===== src/rtl/cp_tx_arb_pkg.sv =====
// Shared definitions for the control-panel transmit arbiter.
//   - FSM state encoding
//   - default requester count and lock timeout
//   - fixed requester index assignments
//   - beat struct (byte + last flag) and a modulo-N index increment helper
package cp_pkg;
  localparam int CP_N            = 3;
  localparam int CP_LOCK_TIMEOUT = 1023;

  localparam logic [1:0] ST_IDLE       = 2'd0;
  localparam logic [1:0] ST_SEND       = 2'd1;
  localparam logic [1:0] ST_WAIT_TRANS = 2'd2;
  localparam logic [1:0] ST_LOCK       = 2'd3;

  localparam int CP_REQ_STATUS = 0;
  localparam int CP_REQ_ECHO   = 1;
  localparam int CP_REQ_DEBUG  = 2;

  typedef struct packed {
    logic [7:0] data;
    logic       last;
  } cp_beat_t;

  // (i + 1) mod n for requester indices
  function automatic logic [2:0] cp_next_idx(input logic [2:0] i, input int n);
    return (int'(i) >= n - 1) ? 3'd0 : i + 3'd1;
  endfunction
endpackage


===== src/rtl/cp_tx_arb_if.sv =====
// Bundle of requester-side and transmitter-side signals of the arbiter.
//   req_send/req_byte/req_last : per-requester send strobe, byte, last flag
//   req_busy                   : per-requester busy back to the sources
//   tx_busy/tx_byte/send       : transmitter handshake
// master = arbiter side, slave = sources + transmitter side.
interface cp_tx_arb_if
  import cp_pkg::*;
#(
  parameter int N = CP_N
) ();
  logic [N-1:0]       req_send;
  logic [N-1:0][7:0]  req_byte;
  logic [N-1:0]       req_last;
  logic [N-1:0]       req_busy;
  logic               tx_busy;
  logic [7:0]         tx_byte;
  logic               send;

  modport master (input  req_send, req_byte, req_last, tx_busy,
                  output req_busy, tx_byte, send);
  modport slave  (output req_send, req_byte, req_last, tx_busy,
                  input  req_busy, tx_byte, send);
endinterface


===== src/rtl/cp_tx_arb_rr_pick.sv =====
// Combinational round-robin picker.
//   req   : request vector
//   ptr   : index with highest priority this scan
//   valid : some request is set
//   idx   : first set request at or after ptr, wrapping modulo N
// The request vector is doubled so the wrapped scan becomes a plain
// window [ptr, ptr+N) over a 2N-bit vector.
module rr_pick #(
  parameter int N = 3
) (
  input  logic [N-1:0] req,
  input  logic [2:0]   ptr,
  output logic         valid,
  output logic [2:0]   idx
);
  logic [2*N-1:0] req2;
  assign req2 = {req, req};

  // descending scan: the lowest position inside the window is written last
  always_comb begin
    valid = 1'b0;
    idx   = 3'd0;
    for (int j = 2*N-1; j >= 0; j--) begin
      if (req2[j] && (j >= int'(ptr)) && (j < int'(ptr) + N)) begin
        valid = 1'b1;
        idx   = (j >= N) ? 3'(j - N) : 3'(j);
      end
    end
  end
endmodule


===== src/rtl/cp_tx_arb.sv =====
// Shares one serial transmitter between N byte-stream sources.
//   clk_sys, rst_n : clock, synchronous active-low reset
//   bus            : requester send/busy handshakes and transmitter handshake
//   owner          : current grant owner (valid while locked)
//   locked         : a frame is in progress (FSM not idle)
// Grant is held across a frame until the owner's last byte; round-robin
// pointer advances only at frame end or lock timeout.
module cp_tx_arb
  import cp_pkg::*;
#(
  parameter int N            = CP_N,
  parameter int LOCK_TIMEOUT = CP_LOCK_TIMEOUT
) (
  input  logic        clk_sys,
  input  logic        rst_n,
  cp_tx_arb_if.master bus,
  output logic [2:0]  owner,
  output logic        locked
);
  localparam int CW = $clog2(LOCK_TIMEOUT + 1);

  logic [1:0]    state, state_nx;
  logic [2:0]    ptr;
  logic [CW-1:0] to_cnt;
  logic [7:0]    byte_r;
  logic          last_r;
  logic          send_r;
  logic          pick_vld;
  logic [2:0]    pick_idx;
  logic          own_send;
  cp_beat_t      own_beat, pick_beat;
  logic          to_hit;

  rr_pick #(.N(N)) u_pick (
    .req   (bus.req_send),
    .ptr   (ptr),
    .valid (pick_vld),
    .idx   (pick_idx)
  );

  // select owner's and winner's request lanes
  always_comb begin
    own_send  = 1'b0;
    own_beat  = '0;
    pick_beat = '0;
    for (int i = 0; i < N; i++) begin
      if (owner == 3'(i)) begin
        own_send      = bus.req_send[i];
        own_beat.data = bus.req_byte[i];
        own_beat.last = bus.req_last[i];
      end
      if (pick_idx == 3'(i)) begin
        pick_beat.data = bus.req_byte[i];
        pick_beat.last = bus.req_last[i];
      end
    end
  end

  // the silent cycle that brings the counter to LOCK_TIMEOUT releases the lock
  assign to_hit = (int'(to_cnt) + 1 >= LOCK_TIMEOUT);

  // state register + grant datapath
  always_ff @(posedge clk_sys) begin
    if (!rst_n) begin
      state  <= ST_IDLE;
      owner  <= 3'd0;
      ptr    <= 3'd0;
      to_cnt <= '0;
      byte_r <= 8'd0;
      last_r <= 1'b0;
      send_r <= 1'b0;
    end else begin
      state  <= state_nx;
      send_r <= (state_nx == ST_SEND);
      case (state)
        ST_IDLE: if (pick_vld) begin
          owner  <= pick_idx;
          byte_r <= pick_beat.data;
          last_r <= pick_beat.last;
        end
        ST_WAIT_TRANS: if (!bus.tx_busy) begin
          if (last_r) ptr    <= cp_next_idx(owner, N);
          else        to_cnt <= '0;
        end
        ST_LOCK: if (own_send) begin
          byte_r <= own_beat.data;
          last_r <= own_beat.last;
        end else begin
          if (to_cnt != CW'(LOCK_TIMEOUT)) to_cnt <= to_cnt + 1'b1;
          if (to_hit) ptr <= cp_next_idx(owner, N);
        end
        default: ;
      endcase
    end
  end

  // next state
  always_comb begin
    state_nx = state;
    case (state)
      ST_IDLE:       if (pick_vld) state_nx = ST_SEND;
      ST_SEND:       if (bus.tx_busy) state_nx = ST_WAIT_TRANS;
      ST_WAIT_TRANS: if (!bus.tx_busy) state_nx = last_r ? ST_IDLE : ST_LOCK;
      ST_LOCK: begin
        if (own_send)    state_nx = ST_SEND;
        else if (to_hit) state_nx = ST_IDLE;
      end
      default:       state_nx = ST_IDLE;
    endcase
  end

  // outputs: only the owner sees busy, and only while its byte is in flight
  always_comb begin
    bus.req_busy = '0;
    if (state == ST_SEND || state == ST_WAIT_TRANS) begin
      for (int i = 0; i < N; i++)
        if (owner == 3'(i)) bus.req_busy[i] = 1'b1;
    end
  end

  assign locked      = (state != ST_IDLE);
  assign bus.send    = send_r;
  assign bus.tx_byte = byte_r;
endmodule


===== src/flat_wrapper.sv =====
// flat-port wrapper written by rule: the top's interface ports become plain ports
module cp_tx_arb_flat import cp_pkg::*;
#(
  parameter int N            = CP_N,
  parameter int LOCK_TIMEOUT = CP_LOCK_TIMEOUT
)
  (clk_sys, rst_n, owner, locked, bus_req_send, bus_req_byte, bus_req_last, bus_tx_busy, bus_req_busy, bus_tx_byte, bus_send);
  cp_tx_arb_if #(.N(N)) bus_i ();
  input  logic clk_sys;
  input  logic rst_n;
  output logic [2:0] owner;
  output logic locked;
  input wire logic [$bits(bus_i.req_send)-1:0] bus_req_send;
  input wire logic [$bits(bus_i.req_byte)-1:0] bus_req_byte;
  input wire logic [$bits(bus_i.req_last)-1:0] bus_req_last;
  input wire logic [$bits(bus_i.tx_busy)-1:0] bus_tx_busy;
  output wire logic [$bits(bus_i.req_busy)-1:0] bus_req_busy;
  output wire logic [$bits(bus_i.tx_byte)-1:0] bus_tx_byte;
  output wire logic [$bits(bus_i.send)-1:0] bus_send;
  assign bus_i.req_send = bus_req_send;
  assign bus_i.req_byte = bus_req_byte;
  assign bus_i.req_last = bus_req_last;
  assign bus_i.tx_busy = bus_tx_busy;
  assign bus_req_busy = bus_i.req_busy;
  assign bus_tx_byte = bus_i.tx_byte;
  assign bus_send = bus_i.send;
  cp_tx_arb #(.N(N), .LOCK_TIMEOUT(LOCK_TIMEOUT)) u_core (.clk_sys(clk_sys), .rst_n(rst_n), .bus(bus_i), .owner(owner), .locked(locked));
endmodule

===== config.mk =====
export PLATFORM = sky130hd
export DESIGN_NAME = cp_tx_arb_flat
export DESIGN_NICKNAME = d
export VERILOG_FILES = /design/src/rtl/cp_tx_arb_pkg.sv /design/src/rtl/cp_tx_arb_if.sv /design/src/rtl/cp_tx_arb_rr_pick.sv /design/src/rtl/cp_tx_arb.sv /design/src/flat_wrapper.sv
export SDC_FILE = /design/constraint.sdc
export NUM_CORES = 1
export LEC_CHECK = 0
export CAP_MARGIN = 15
export CORE_AREA = 4 4 109 80
export DETAILED_ROUTE_END_ITERATION = 16
export DIE_AREA = 0 0 113 84
export MAX_ROUTING_LAYER = met4
export PLACE_DENSITY = 0.59
export SYNTH_ARGS = -nofsm -noshare
export SYNTH_HDL_FRONTEND = slang
export SYNTH_SLANG_ARGS = --single-unit

===== constraint.sdc =====
create_clock -name clk_sys -period 2.7 [get_ports clk_sys]
set_input_delay 0.54 -clock clk_sys [delete_from_list [all_inputs] [get_ports clk_sys]]
set_output_delay 0.54 -clock clk_sys [all_outputs]
set_load 0.05 [all_outputs]

=== After elaboration in Yosys (flattened, before gate mapping) ===
Index checks and enable logic that the tools add are counted.

* Add/sub/neg operators: 4
* $mul: 0
* Divide/modulo/power cells: 0
* Order comparisons: 14
* Equal/unequal tests: 17
* Shifts and indexed selects: 0
* Muxes and demuxes: 49
* Bitwise logic cells: 0
* Reduce and logical (&&, ||, !) cells: 23

{| class="wikitable"
|+ Operators with widths
! kind !! number
|-
| 3-bit by 32-bit < comparator with 1-bit output, first input constant || 2
|-
| 4-bit by 32-bit < comparator with 1-bit output, first input constant || 2
|-
| 9-bit 2-to-1 mux || 6
|-
| 10-bit 2-to-1 mux || 4
|-
| 3-bit 2-to-1 mux || 11
|-
| 32-bit by 11-bit greater-or-equal comparator with 1-bit output, second input constant || 1
|-
| 2-bit by 32-bit < comparator with 1-bit output, first input constant || 1
|-
| 10-bit case mux with 2 select lines || 1
|-
| 8-bit 2-to-1 mux || 2
|-
| 8-bit case mux with 2 select lines || 1
|-
| 1-bit 2-to-1 mux || 14
|-
| 2-bit 2-to-1 mux || 7
|-
| 1-bit logical AND || 12
|-
| 10-bit by 1-bit adder with 11-bit output, second input constant || 1
|-
| 10-bit by 1-bit adder with 10-bit output, second input constant || 1
|-
| 10-bit inequality test, second input constant || 1
|-
| 2-bit by 1-bit inequality test with 1-bit output, second input constant || 5
|-
| 5-bit AND reduction || 2
|-
| 2-bit case mux with 4 select lines || 1
|-
| 3-bit by 1-bit equality test with 1-bit output, second input constant || 2
|-
| 3-bit by 2-bit equality test with 1-bit output, second input constant || 2
|-
| 1-bit by 3-bit greater-or-equal comparator with 1-bit output, first input constant || 2
|-
| 2-bit by 3-bit greater-or-equal comparator with 1-bit output, first input constant || 2
|-
| 3-bit greater-or-equal comparator, first input constant || 2
|-
| other kinds (15) || 22
|}

* Register bits after elaboration: 28
* Bits in latches: 0
* RAM bits: 0
* Memory bits (read-only): 0
* Bits of input ports: 33
* Memories: 0

=== Depth between registers and ports, before layout ===
* Word-level depth: 15
* Depth in mapped cells: 10

=== Cells and area by module ===
A second synthesis with hierarchy kept.

* Cell total of the unflattened synthesis: 312
* Area, all modules: 2344.7 µm²

{| class="wikitable"
|+ By module, submodules not included
! module !! times used !! cells each !! area an instance (µm²) !! seq. area each (µm²)
|-
| cp_tx_arb || 1 || 273 || 2052.0 || 560.5
|-
| rr_pick || 1 || 39 || 292.8 || 0.0
|}

=== Least setup slack after synthesis ===
OpenSTA, ideal clock, no wires.

* Path type: flip-flop to output port
* From: register u_core.owner[0]
* To: output bus_req_busy[0]
* Data arrival time: 2190 ps
* Slack: -30 ps
* Cell stages (with the launch flop): 4
* Cells stage by stage: dfxtp_1 clkbuf_1 clkbuf_1 nor3b_1

* Cells in the longest elaborated chain, start to end: 3

{| class="wikitable"
|+ Ends and longest elaborated chain
! element !! RTL line !! source
|-
| start, declared || cp_tx_arb.sv:17 || <nowiki>output logic [2:0] owner,</nowiki>
|-
| start signal, assigned || cp_tx_arb.sv:77 || <nowiki>owner <= pick_idx;</nowiki>
|-
| 3-bit zero test || cp_tx_arb.sv:117 || <nowiki>if (owner == 3'(i)) bus.req_busy[i] = 1'b1;</nowiki>
|-
| 1-bit 2-to-1 mux || cp_tx_arb.sv:117 ||
|-
| 3-bit 2-to-1 mux || cp_tx_arb.sv:115 || <nowiki>if (state == ST_SEND || state == ST_WAIT_TRANS) begin</nowiki>
|-
| end, declared || flat_wrapper.sv:17 || <nowiki>output wire logic [$bits(bus_i.req_busy)-1:0] bus_req_busy;</nowiki>
|}

Every way passes these cells.

=== Worst setup path in the final report ===
* From: register u_core.state[1]
* To: output locked

* Cells in the longest elaborated chain, start to end: 1

{| class="wikitable"
|+ Ends and longest elaborated chain
! element !! RTL line !! source
|-
| start, declared || cp_tx_arb.sv:22 || <nowiki>logic [1:0] state, state_nx;</nowiki>
|-
| start signal, assigned || cp_tx_arb.sv:73 || <nowiki>state <= state_nx;</nowiki>
|-
| 2-bit nonzero test || cp_tx_arb.sv:121 || <nowiki>assign locked = (state != ST_IDLE);</nowiki>
|-
| end, declared || flat_wrapper.sv:12 || <nowiki>output logic locked;</nowiki>
|}

Every way passes these cells.

==> impl_metrics.json <==
{
  "worstHoldStart": "u_core.bus.tx_byte[0]",
  "slew-limit-headroom": 0.543,
  "synth_area_leader_cell": "dfxtp_1",
  "tightest_slew_ns": 0.683,
  "cp_top_family": "buffers and inverters",
  "hold_violations": 0,
  "dieArea_um2": 9490,
  "coreArea_um2": 7670,
  "ys_warn_count": 0,
  "clockBufferDepth": 2,
  "wl_per_cell_um": 15.3,
  "yosysSeqAreaShare": 0.239,
  "fin_worst_skew_ns": 0.00790,
  "first_iter_violations": 164,
  "drc": 0,
  "cp_slowest_cell": "clkdlybuf4s50_1",
  "vdd_drop_max_mv": 0.154,
  "grt_antenna_before_repair": 0,
  "area_growth_pct": 33.7,
  "gp_congestion": 0.881,
  "finalNetCount": 394,
  "synth_common_cells": "a21oi_1, nor2_1, dfxtp_1",
  "io_pins": 49,
  "utilization": 0.395,
  "startpoint_type": "flip-flop",
  "cts_tree": "yes",
  "die_w_um": 113,
  "grt_start_max_net_pins": 17,
  "synth_edf_count": 0,
  "grt_pass1_wl_um": 11800,
  "maxCapViolCount": 0,
  "worst-setup-path-type": "flip-flop to output port",
  "drive_above_1_share": 0.149,
  "synth_area_um2": 2270,
  "postLayoutCellArea_um2": 3030,
  "crit_top_cell": "inv_1",
  "cts.htree.levels": 1,
  "path_clk_slew_ns": 0.10,
  "cts_setup_buffers": 0,
  "yosysUniqueCellTypes": 61,
  "vias_per_cell": 5.31,
  "ys.flop_type": "dfxtp_1",
  "synth_cells": 291,
  "start_util": 0.295,
  "p_leak_uw": 0.00109,
  "syn_avg_cell_area_um2": 7.79,
  "dr.pass1.iters": 4,
  "place_inst": 446,
  "std_cell_rows": 27,
  "vias": 2390,
  "fill_cells": 785,
  "required_ns": 2.16,
  "cts-buffers-inserted": 3,
  "cts_root_buffer": "clkbuf_8",
  "track_usage": 0.151,
  "rsz0062_at_grt": "no",
  "status": "complete, no violations",
  "synthMostInstantiatedCell": "a21oi_1",
  "grt-ovfl-total": 0,
  "cp-startpoint": "u_core.state[1]",
  "stdcell_count": 450,
  "wirelength_um": 6900,
  "setup.reg_to_reg.worst_slack_ns": 0.22,
  "setup_viol": 0,
  "post_cts_resize_count": 0,
  "ant_nets": 0,
  "path_cells": "inv_1 -> ha_1 -> inv_1 -> clkdlybuf4s50_1",
  "synthDominantCellAreaShare": 0.239,
  "cts_sinks": 27,
  "synth_seq_cells": 27,
  "critPathBufInv": 3,
  "synth_nets": 335,
  "antennaDiodeCount": 0,
  "placed_cell_area_um2": 2980,
  "slew_viol_final": 0,
  "finalCriticalPeriod_ns": 2.56,
  "max_freq_mhz": 391,
  "power.density_nw_per_um2": 380,
  "arrival_ns": 2.02,
  "r2r_start": "u_core.ptr[0]",
  "end_kind": "output port",
  "die_h_um": 84,
  "clkLatencyLatePin_ns": 0.28,
  "grt_pass1_vias": 2297,
  "cpPeakStageDelay_ns": 0.80,
  "dp_hpwl_um": 5330,
  "hp-class": "flip-flop to flip-flop",
  "period_share": 0.948,
  "ctsHoldBuffers": 0,
  "port_buffers": 47,
  "synth_area_leaders": "dfxtp_1, a21oi_1, ha_1",
  "critPathMaxFanout": 6,
  "synth_async_sr_flop_share": 0
}
## cells by family after synthesis
kind of cell / share of synthesized area
buffers and inverters: 0.0519
XOR/XNOR: 0.00387
AND/OR/NAND/NOR: 0.244
other: 0.00165
AO/OA/AOI/OAI: 0.332
flip-flops: 0.239
adder cells (fa/ha/maj): 0.0607
multiplexers: 0.0674
## worst reg2reg max path: stages (launching register included)
cell and delay [ns]:
dfxtp_1 0.33, inv_1 0.12, ha_2 0.29, and2_1 0.17
nor3_1 0.07, or4b_4 0.54, a211oi_4 0.34, nand2_2 0.12
a21oi_4 0.28, o2bb2ai_1 0.16
## sequential cells by signal, indices dropped and copies added (netlist names)
name / cells
u_core.to_cnt: 10
u_core.bus.send: 1
u_core.last_r: 1
u_core.bus.tx_byte: 8
u_core.owner: 2
u_core.state: 2
u_core.ptr: 3
## layer usage
layer	share of wire	vias up	wire length, um	global-route usage
li1	-	1204	-	-
met1	0.50	1123	3470	0.215
met3	0.047	4	325	0.0246
met5	0	-	0	-
met2	0.44	59	3060	0.230
met4	0.0064	0	44	0.0240
## worst paths after layout
check / end / depth (start not counted)
worst max-delay path: locked / 4
worst max register to register: u_core.bus.tx_byte[4] / 9
worst min register to register: u_core.bus.tx_byte[0] / 1
worst min-delay path: u_core.bus.tx_byte[0] / 1
## metrics by stage
stage,total power (uW),worst slack (ns),TNS (ns),hold WS (ns)
finish,1150,0.141,0,0.481
global route,1210,0.00494,0,0.507
CTS,1160,0.144,0,0.477
detailed placement,916,-0.0919,-0.625,0.453
global placement,910,-0.0130,-0.0956,0.452
floorplan,733,0.268,0,0.459
## placed cells by master (no fill, tap or decap), types with 2 or more instances in the layout
cell type        netlist  layout
a21oi_1               34      34
a221o_1                2       2
a221o_2                8       8
a31oi_1                3       3
a41o_1                 2       2
and2_1                 5       5
and3_1                 2       2
buf_12                 0       2
buf_4                  1      24
clkbuf_8               0       3
clkdlybuf4s50_1        0      44
dfxtp_1               27      27
ha_1                  11      10
inv_1                  9       9
mux2i_1               13      13
nand2_1               19      19
nand2_2                2       2
nand2b_1               5       5
nand3_1                7       7
nand3b_1               4       4
nand4b_1               4       4
nor2_1                28      28
nor2b_1                4       4
nor3_1                 5       5
nor3b_1                3       2
o211ai_1               4       4
o21a_1                 2       2
o21ai_0               25      25
o221ai_1               2       2
o2bb2ai_1              9       9
or3_1                  6       6
or4_1                  2       2
## report_power, final
group / internal [uW] / leakage (uW) / total, uW / switching (uW)
combinational: 190 / 0.000851 / 457 / 267
sequential: 427 / 0.000220 / 452 / 25.1
clock: 105 / 0.0000217 / 243 / 138
total: 722 / 0.00109 / 1150 / 430
## cell type report
cell class	count	area, um2	area share
Clock buffer	3	41.3	0.0136
Tap cell	101	126	0.0417
Clock inverter	1	7.51	0.00248
Inverter	10	37.5	0.0124
Timing Repair Buffer	70	661	0.218
Multi-Input combinational cell	238	1620	0.533
Sequential cell	27	541	0.178
No activity file was read; power rests on OpenSTA's default activity.
